`config.mk`:
```
export PLATFORM = sky130hd
export DESIGN_NAME = ext_wb_bridge
export DESIGN_NICKNAME = d
export VERILOG_FILES = /design/src/rtl/core_bus_pkg.sv /design/src/rtl/bus_timeout_counter.sv /design/src/rtl/ext_wb_bridge.sv
export SDC_FILE = /design/constraint.sdc
export NUM_CORES = 1
export LEC_CHECK = 0
export ABC_CLOCK_PERIOD_IN_PS = 4050
export CORE_ASPECT_RATIO = 1.2
export CORE_MARGIN = 2
export CORE_UTILIZATION = 46
export DETAILED_ROUTE_END_ITERATION = 6
export PLACE_DENSITY_LB_ADDON = 0.1
export RECOVER_POWER = 50
export SYNTH_ARGS = -nofsm -noshare
export SYNTH_HDL_FRONTEND = slang
export SYNTH_SLANG_ARGS = --single-unit
```
`constraint.sdc`:
```
create_clock -name clk -period 4.05 [get_ports clk]
set_input_delay 0.81 -clock clk [delete_from_list [all_inputs] [get_ports clk]]
set_output_delay 0.81 -clock clk [all_outputs]
set_load 0.02 [all_outputs]
```
`src/rtl/core_bus_pkg.sv`:
```
// Shared types and constants for the core's external bus and its Wishbone bridge.
package core_bus_pkg;

  typedef enum logic [1:0] {
    IDLE = 2'd0,
    WAIT = 2'd1,
    RESP = 2'd2
  } bus_state_t;

  localparam logic [3:0]  WB_SEL_ALL       = 4'b1111;
  localparam logic [31:0] ERR_DATA_DEFAULT = 32'hFFFF_FFFF;

  function automatic logic [31:0] word_align(input logic [31:0] addr);
    return {addr[31:2], 2'b00};
  endfunction

endpackage

```
`src/rtl/bus_timeout_counter.sv`:
```
// Counts cycles spent waiting on the bus and flags the last permitted one.
// Latency: expired is combinational from the registered count.
// Backpressure: none; saturates instead of wrapping, TIMEOUT_CYCLES=0 never expires.
module bus_timeout_counter #(
  parameter int TIMEOUT_CYCLES = 255
) (
  input  logic clk,
  input  logic reset,
  input  logic clear,
  input  logic enable,
  output logic expired
);

  localparam int CW = (TIMEOUT_CYCLES > 0) ? $clog2(TIMEOUT_CYCLES + 1) : 1;
  localparam logic [CW-1:0] LAST = (TIMEOUT_CYCLES > 0) ? CW'(TIMEOUT_CYCLES - 1) : '0;

  logic [CW-1:0] count;

  always_ff @(posedge clk) begin
    if (reset || clear) begin
      count <= '0;
    end else if (enable && (count != '1)) begin
      count <= count + CW'(1);
    end
  end

  assign expired = (TIMEOUT_CYCLES != 0) && (count == LAST);

endmodule

```
`src/rtl/ext_wb_bridge.sv`:
```
// Core external-memory request to Wishbone B4 classic master, one transaction in flight.
// Latency: cyc one cycle after ext_valid, ext_ready one cycle after ack/err/timeout.
// Backpressure: ext_valid is only sampled in IDLE; the core holds its request until ext_ready.
module ext_wb_bridge
  import core_bus_pkg::*;
#(
  parameter int          TIMEOUT_CYCLES = 255,
  parameter logic [31:0] ERR_DATA       = ERR_DATA_DEFAULT
) (
  input  logic        clk,
  input  logic        reset,
  input  logic        ext_valid,
  input  logic        ext_instruction,
  output logic        ext_ready,
  input  logic [31:0] ext_address,
  input  logic [31:0] ext_write_data,
  input  logic [3:0]  ext_write_strobe,
  output logic [31:0] ext_read_data,
  output logic        wbm_cyc_o,
  output logic        wbm_stb_o,
  output logic        wbm_we_o,
  output logic [3:0]  wbm_sel_o,
  output logic [31:0] wbm_adr_o,
  output logic [31:0] wbm_dat_o,
  output logic        wbm_tga_o,
  input  logic [31:0] wbm_dat_i,
  input  logic        wbm_ack_i,
  input  logic        wbm_err_i,
  output logic        bus_error,
  output logic [31:0] bus_error_address
);

  bus_state_t  state;
  logic [31:0] req_addr;
  logic        tmo_expired;

  bus_timeout_counter #(
    .TIMEOUT_CYCLES(TIMEOUT_CYCLES)
  ) u_timeout (
    .clk     (clk),
    .reset   (reset),
    .clear   (state != WAIT),
    .enable  (state == WAIT),
    .expired (tmo_expired)
  );

  always_ff @(posedge clk) begin
    if (reset) begin
      state             <= IDLE;
      req_addr          <= '0;
      ext_ready         <= 1'b0;
      ext_read_data     <= '0;
      wbm_cyc_o         <= 1'b0;
      wbm_stb_o         <= 1'b0;
      wbm_we_o          <= 1'b0;
      wbm_sel_o         <= '0;
      wbm_adr_o         <= '0;
      wbm_dat_o         <= '0;
      wbm_tga_o         <= 1'b0;
      bus_error         <= 1'b0;
      bus_error_address <= '0;
    end else begin
      case (state)
        IDLE: begin
          if (ext_valid) begin
            req_addr  <= ext_address;
            wbm_adr_o <= word_align(ext_address);
            wbm_we_o  <= |ext_write_strobe;
            wbm_sel_o <= (|ext_write_strobe) ? ext_write_strobe : WB_SEL_ALL;
            wbm_dat_o <= ext_write_data;
            wbm_tga_o <= ext_instruction;
            wbm_cyc_o <= 1'b1;
            wbm_stb_o <= 1'b1;
            state     <= WAIT;
          end
        end
        WAIT: begin
          // err beats ack, and ack beats the timeout on the same cycle
          if (wbm_err_i || wbm_ack_i || tmo_expired) begin
            wbm_cyc_o <= 1'b0;
            wbm_stb_o <= 1'b0;
            wbm_we_o  <= 1'b0;
            wbm_sel_o <= '0;
            ext_ready <= 1'b1;
            state     <= RESP;
            if (wbm_err_i || !wbm_ack_i) begin
              bus_error         <= 1'b1;
              bus_error_address <= req_addr;
              ext_read_data     <= wbm_we_o ? '0 : ERR_DATA;
            end else begin
              ext_read_data     <= wbm_we_o ? '0 : wbm_dat_i;
            end
          end
        end
        RESP: begin
          ext_ready     <= 1'b0;
          ext_read_data <= '0;
          bus_error     <= 1'b0;
          state         <= IDLE;
        end
        default: state <= IDLE;
      endcase
    end
  end

endmodule

```
==> results of run 1 <==
worst min-delay path: cells and delay by family (launching register included):
kind	cells	cell delay (ps)
compound gates	1	50
simple gates	1	50
flops	1	310
power groups by stage:
stage / registers [µW] / logic (µW) / clock network, µW
4_1_cts: 1580 / 587 / 1570
3_3_place_gp: 1610 / 575 / 0
2_1_floorplan: 1670 / 253 / 0
5_1_grt: 1580 / 609 / 1630
6_report: 1570 / 567 / 1540
3_5_place_dp: 1610 / 584 / 0
registers in the layout, summed over array words and instances, names as in the netlist:
name               count
u_timeout.count        8
wbm_we_o               1
ext_read_data         32
wbm_sel_o              4
state                  2
wbm_tga_o              1
req_addr              32
wbm_stb_o              1
bus_error              1
bus_error_address     32
wbm_dat_o             32
ext_ready              1
Yosys cell counts:
library cell,count,area (µm²)
a211oi_1,2,15.0
a21boi_0,33,248
a21boi_4,1,18.8
a21o_1,1,7.51
a21oi_1,66,330
a21oi_2,1,8.76
a22o_1,1,8.76
a311o_1,1,10.0
a311oi_1,1,8.76
a31oi_1,5,31.3
and2_1,1,6.26
and3_1,36,225
and4_1,1,8.76
buf_1,2,7.51
buf_2,7,35.0
buf_4,33,248
buf_6,7,78.8
clkbuf_1,35,131
conb_1,1,3.75
dfxtp_1,147,2940
ha_1,2,25.0
inv_1,6,22.5
mux2i_1,1,10.0
nand2_1,136,510
nand2b_1,1,6.26
nand3_1,4,20.0
nor2_1,38,143
nor2b_1,1,6.26
nor3_1,2,10.0
nor3b_1,1,7.51
o21a_1,33,248
o21ai_0,4,20.0
o221a_2,4,45.0
o22ai_1,1,6.26
o2bb2ai_1,2,17.5
o2bb2ai_2,30,450
o41ai_1,1,8.76
o41ai_2,1,16.3
or3_1,1,6.26
xnor2_1,1,8.76
metrics by stage:
stage          util (%)  power (µW)  instances
4_1_cts            69.0        3730       1013
3_5_place_dp       64.4        2190        981
2_1_floorplan         -        1920        653
6_report           68.9        3680       1013
3_3_place_gp       64.4        2180        981
5_1_grt            68.9        3820       1013
how the worst min path moves through the flow:
stage	startpoint	end	slack [ps]
final	wbm_dat_o[1]	wbm_dat_o[1]	450
after global routing	wbm_dat_o[1]	wbm_dat_o[1]	470
after CTS	wbm_dat_o[14]	wbm_dat_o[14]	460
after detailed placement	req_addr[0]	req_addr[0]	440
after global placement	wbm_dat_o[1]	wbm_dat_o[1]	440
after floorplan	req_addr[0]	req_addr[0]	430
kinds of logic (layout without fill, tap and decap cells):
kind of cell	Yosys count	count (layout)	share of synthesized area, %
and+or+nand+nor	222	222	15.9
AOI/OAI and AO/OA	188	188	25.1
DFF	147	147	49.4
buffers and inverters	90	286	8.77
adders and majority gates	2	2	0.420
other	1	2	0.0629
xor gates and xnor gates	1	1	0.147
muxes	1	1	0.168
layer usage:
metal | vias to the layer above | part of all wire, % | GRT usage [%]
met2 | 184 | 50 | 37.9
met5 | - | 0 | 0
met1 | 2353 | 41 | 23.7
met4 | 0 | 2.1 | 9.28
met3 | 24 | 7.6 | 7.55
li1 | 2568 | - | -
final cells by class:
class | count | area (µm²)
timing repair buffer | 248 | 2460
sequential | 147 | 2940
clock buffer | 21 | 460
tap | 164 | 205
multi-input combinational | 416 | 2510
clock inverter | 11 | 128
inverter | 6 | 22.5
fill | 1023 | 3940
==> results.md, run 1 <==
- The stage delay of the slowest cell on the critical path is 760 ps.
- The final antenna diode count is 0.
- The combined buffer and inverter count along the critical path is 3.
- Counting the buffers created by CTS gives 17.
- Grouping stages by cell kind, the critical path spends the most delay in buffers and inverters.
- In the post-route analysis, the smallest setup slack over all paths is 1320 ps.
- The final critical path takes up 67.4% of the cycle.
- The number of port buffers is 241.
- The post-DP HPWL is 10.6 mm.
- At the worst endpoint, the required time is 4380 ps.
- The clock latency reported for the late side of the worst-skew pair is 410 ps.
- The pre-antenna-repair detailed-routing pass consisted of 4 iterations.
- For this design, the slowest cell found on the critical path is clkbuf_2.
- Power spread over the standard cell area amounts to 421 nW/µm².
- The post-synthesis instance area is 5960 µm².
- The setup path with the least slack is of type in -> reg.
- The worst min-delay path class is reg -> reg.
- The worst supply voltage drop on vdd is 0.224 mV.
- The routed wire length per instance is 15.2 µm.
- The final count of pins violating max slew was 0.
- Combinational logic burns 15.4% of the power.
- Summed over all layers, the routed wires come to 15.4 mm.
- Timing would allow up to 0.366 GHz.
- The startpoint identified for the worst register-to-register timing path is state[0].
- After routing the design area is 8730 µm².
- Headroom to the max-slew limit came out at 2.66%.
- Entering global routing, the biggest net connects 70 pins.
- After floorplanning, the core was sized to cover 12700 µm².
- Following the worst setup path forward leads to its endpoint at ext_read_data[31].
- CTS placed an instance of clkbuf_16 at the clock tree root.
- For the final database, setup skew stands at 10.2 ps.
- The measured slew at the worst slew-check pin is 1460 ps.
- Once detail routing completed, the nets flagged for antenna violations numbered 0.
- The initial core utilization is 47.1%.
- Yosys mapped the design onto 40 distinct sky130hd cell types.
- Measured along the y axis, the die boundary spans 129 µm.
- The Yosys step of the flow raised 0 warnings.
- The gate count after technology mapping is 652.
- The worst reg-to-reg path cell count is 5.
- The data arrival time of the worst path is 3060 ps.
- Gates resized during post-CTS repair numbered 0.
- Summed over all cells, the static leakage comes to 0.00361 µW.
- The clock tree buffer depth is 2.
- The library cells used most frequently in the layout, excluding fill and tap cells, are 158 x clkdlybuf4s50_1, 147 x dfxtp_1, 136 x nand2_1.
- The initial antenna violation count came to 0.
- Max-cap violations in this run came to 0.
- The hold-critical path depth is 2.
- The worst-case setup slack after placement is 1150 ps.
- Global routing consumed, over all layers together, 21.7% of the routing resources.
- The total number of H-tree levels is 4.
- The number of design rule violations left after detail routing is 0.
- In this run the worst path has a maximum fanout of 69.
- The fraction of layout cells with a size suffix above 1 is 9.07%.
- The time the final worst path needs with I/O delays and setup is 2730 ps.
- The post-layout net count is 944.
- The final number of hold-violating endpoints is 0.
- The via total after detailed routing is 5129.
- In this run the number of cells on the critical path is 6.
- Setup violations remaining at the end of the flow were counted as 0.
- The most frequent standard cell in the layout excluding fill and tap cells is clkdlybuf4s50_1.
- The internal power contribution is 2740 µW.
- The clock drives 147 sinks.
- The sequential share of the synthesized area is 49.4%.
- The via count of the first global-routing pass was 5002.
- The switching fraction of total power is 25.5%.
- Tracing the worst setup path back leads to its startpoint at reset.
- The floorplan step defined a die boundary enclosing 13900 µm².
- The number of placed I/O pins is 244.
- The run finished with clean final reports.
- The signal on the critical path passes through buf_2, clkbuf_2, a21oi_1, a21boi_4, buf_4, o2bb2ai_1.
- The count of standard-cell rows is 45.
- The number of vias per cell after detailed routing is 5.06.
- The worst setup path is captured at a register.
- The switching power summed over all nets is 938 µW.
- The die is 108 µm wide.
- The placed cell area is 8150 µm².
- The congestion estimate from routability-driven global placement came to 0.796.
- The flop-to-flop setup slack is 1440 ps.
- The average size of a mapped cell is 9.14 µm².
- Setup repair after global routing left no endpoint under its margin.
- The remaining global-route overflow is 0.
- The layout overhead on the synthesized area is 46.4%.
- The post-synthesis register bit count is 147.
- The category of the worst setup path launch point is an input port.
- After clock tree synthesis, the clock-pin slew on the worst setup and hold paths is 60 ps.
- Adding up every negative setup slack in the final design gives 0 ps.
- The number of buffers added to fix hold violations after cts is 0.
- The relative contribution of the clock network to total power is 41.8%.
- The endpoint identified for the worst register-to-register timing path is ext_read_data[31].
- The sequential cell fraction of total power is 42.8%.
- The final hold slack is 453 ps.
- The setup fix buffers added after clock tree synthesis is 0.
- The first global-routing pass estimated 23.9 mm of wire.
- The TritonCTS clock tree is done.
- The number of DRC violations after detailed-routing iteration 0 is 178.
No activity file was read; power rests on OpenSTA's default activity.
==> inputs of run 2 (changes only) <==
--- a/config.mk
+++ b/config.mk
@@ -5,10 +5,10 @@
 export SDC_FILE = /design/constraint.sdc
 export NUM_CORES = 1
 export LEC_CHECK = 0
-export ABC_CLOCK_PERIOD_IN_PS = 4050
+export ABC_CLOCK_PERIOD_IN_PS = 2230
 export CORE_ASPECT_RATIO = 1.2
 export CORE_MARGIN = 2
-export CORE_UTILIZATION = 46
+export CORE_UTILIZATION = 39
 export DETAILED_ROUTE_END_ITERATION = 6
 export PLACE_DENSITY_LB_ADDON = 0.1
 export RECOVER_POWER = 50
==> constraint.sdc (replaced) <==
create_clock -name clk -period 2.23 [get_ports clk]
set_input_delay 0.446 -clock clk [delete_from_list [all_inputs] [get_ports clk]]
set_output_delay 0.446 -clock clk [all_outputs]
set_load 0.02 [all_outputs]
==> results.md, run 2 (synthesized netlist as in run 1, its figures left out) <==
- The run finished, with violations left.
- The final reports fail on capacitance limit, slew limit.
- The largest net degree at the start of global routing came to 69 (-1.4%).
- The final antenna diode count is 0 (unchanged).
- In the layout the commonest cells are 198 x clkdlybuf4s50_1, 147 x dfxtp_1, 135 x nand2_1.
- The number of standard cells in the final layout excluding fillers is 1057 (+4.3%).
- The post-layout net count was 949 (+0.53%).
- The initial antenna violation count was 0 (unchanged).
- The routed wire length per instance was 15.1 µm (-0.76%).
- The final count of pins violating max slew came to 68 (+68).
- The number of placed I/O pins is 244 (unchanged).
- The global-route wire length before repair is 24.6 mm (+3.0%).
- The clock edge transition at the registers on the reported setup and hold paths is 60 ps (about the same).
- The setup fix buffers added after clock tree synthesis is 0 (unchanged).
- The worst supply voltage drop on vdd is 0.529 mV (+140%).
- The power after layout came to 6650 µW (+81%).
- The signal on the critical path passes through clkbuf_1, clkbuf_2, nor2_1, o21ai_0, a31oi_1.
- The via total after detailed routing is 5134 (+0.097%).
- The via count of the first global-routing pass came to 4869 (-2.7%).
- The number of iterations in the first detailed-routing pass is 4 (unchanged).
- The measured slew at the worst slew-check pin was 1510 ps (+47.9 ps).
- The relative max-transition margin was -0.533% (-3.2 points).
- The final number of hold-violating endpoints is 0 (unchanged).
- The count of final setup violators is 0 (unchanged).
- Compared with the post-synthesis result, the final layout area differs by 47.5%.
- The post-placement cell count is 1026 (+4.6%).
- The worst clock skew on the final layout is 8.45 ps (-1.78 ps).
- The clock latency reported for the late side of the worst-skew pair is 420 ps (about the same).
- The number of vias per cell after detailed routing is 4.86 (-4.1%).
- The total clock sinks is 147 (unchanged).
- The number of DRC violations after detailed-routing iteration 0 is 211 (+19%).
- The critical path is of the in -> reg type.
- Setup repair after global routing left no endpoint under its margin.
- The total number of H-tree levels is 4 (unchanged).
- The tightest min-delay check is of the reg -> reg type.
- The clock tree buffer depth is 2 (unchanged).
- The all-layer global routing usage was 19.2% (-2.5 points).
- The max-cap violation count is 1 (+1).
- The met1 track demand over resource was 22.1% (-1.6 points).
- Counting I/O delays and the setup requirement, the final critical path takes 1900 ps.
- The total core area came to 15000 µm² (+18%).
- The setup TNS after final layout is 0 ps (unchanged).
- After layout, the worst path uses 85.1% of the clock period.
- The count of standard-cell rows is 49 (+8.9%).
- The worst-path maximum fanout is 68 (-1.4%).
- TritonCTS built the clock tree.
- The stage delay of the slowest cell on the critical path was 1100 ps (+340 ps).
- The worst-case setup slack after placement is 59.1 ps (-1090 ps).
- The horizontal die dimension is 117 µm (+8.3%).
- The total detailed-routing wirelength was 15.9 mm (+3.6%).
- The number of port buffers came to 241 (unchanged).
- The number of design rule violations left after detail routing is 0 (unchanged).
- The final antenna-violating net count is 0 (unchanged).
- The critical path data required time is 2510 ps (-1870 ps).
- The initial core utilization is 39.9% (-7.2 points).
- The die area came to 16300 µm² (+17%).
- The number of buffers added to fix hold violations after cts is 0 (unchanged).
- The data arrival time of the worst path is 2180 ps (-880 ps).
- The library cell used most frequently in the layout, excluding fill and tap cells, is clkdlybuf4s50_1.
- The die height is 139 µm (+8.3%).
- The fraction of layout cells with a size suffix above 1 was 8.09% (-0.98 points).
- The category of the worst setup path launch point is an input port.
- The highest clock frequency the design can meet is 0.527 GHz.
- The met3 track demand over resource in global routing is 7.53% (-0.013 points).
- The clock root buffer is clkbuf_16.
- The power per standard cell area is 756 nW/µm² (+80%).
- The most utilized layer in the global route result is met2.
- The smallest setup slack after layout is 332 ps (-987 ps).
- The met2 routing resource usage after global routing was 31.9% (-6.0 points).
- The weighted congestion reported at the end of routability-driven placement is 0.756 (-5.1%).
- The standby leakage power is 0.00351 µW (-2.7%).
- The post-DP HPWL came to 11.0 mm (+4.2%).
- The final hold slack was 449 ps (-3.84 ps).
- The total CTS buffers is 17 (unchanged).
- The remaining global-route overflow is 0 (unchanged).
- The sort of element at the end of the critical path is a register.
- The count of cells resized by post-cts repair is 0 (unchanged).
- The slowest stage of the critical path belongs to the cell clkbuf_2.
-- run 2: changes by cell type in the layout (fill, tap and decap cells not counted), moves of 2 or more --
| cell | change |
|---|---|
| clkdlybuf4s50_1 | +40 |
| buf_12 | +6 |
| inv_6 | -2 |
| clkinvlp_4 | -2 |
| o2bb2ai_1 | +14 |
| clkinv_2 | +5 |
| o2bb2ai_2 | -14 |
| dlygate4sd3_1 | -40 |
-- run 2: final timing paths --
path,from,end,slack [ps],cells after the start
max,reset,u_timeout.count[4],330,5
min,wbm_dat_o[17],wbm_dat_o[17],450,2
min reg2reg,wbm_dat_o[17],wbm_dat_o[17],450,2
max reg2reg,u_timeout.count[1],bus_error_address[28],350,6
-- run 2: final cells by class --
| class | instances | area (µm²) |
|---|---|---|
| Clock buffer | 20 | 457 |
| Clock inverter | 11 | 111 |
| Fill cell | 1370 | 6170 |
| Inverter | 6 | 22.5 |
| Multi-Input combinational cell | 416 | 2440 |
| Sequential cell | 147 | 2940 |
| Tap cell | 204 | 255 |
| Timing Repair Buffer | 253 | 2570 |
-- run 2: layer usage --
metal / up-vias / wire length (µm) / share of wire [%]
li1: 2578 / - / -
met1: 2359 / 6710 / 42
met4: 0 / 302 / 1.9
met3: 24 / 1270 / 8.0
met2: 173 / 7640 / 48
met5: - / 0 / 0
-- run 2: power breakdown --
part	switching [µW]	total, µW	internal, µW
Combinational	536	1060	526
Clock	1050	2730	1680
Sequential	84.1	2860	2770
-- run 2: critical path: cells and delay by family --
family / cells / cell delay [ps]
buf+inv: 2 / 1220
simple gates: 1 / 260
compound gates: 2 / 240
-- run 2: through the flow --
| step | area, µm² | util [%] |
|---|---|---|
| 2_1_floorplan | 5970 | - |
| 3_3_place_gp | 8320 | 55.6 |
| 3_5_place_dp | 8320 | 55.6 |
| 4_1_cts | 8880 | 59.4 |
| 5_1_grt | 8790 | 58.8 |
| 6_report | 8790 | 58.8 |
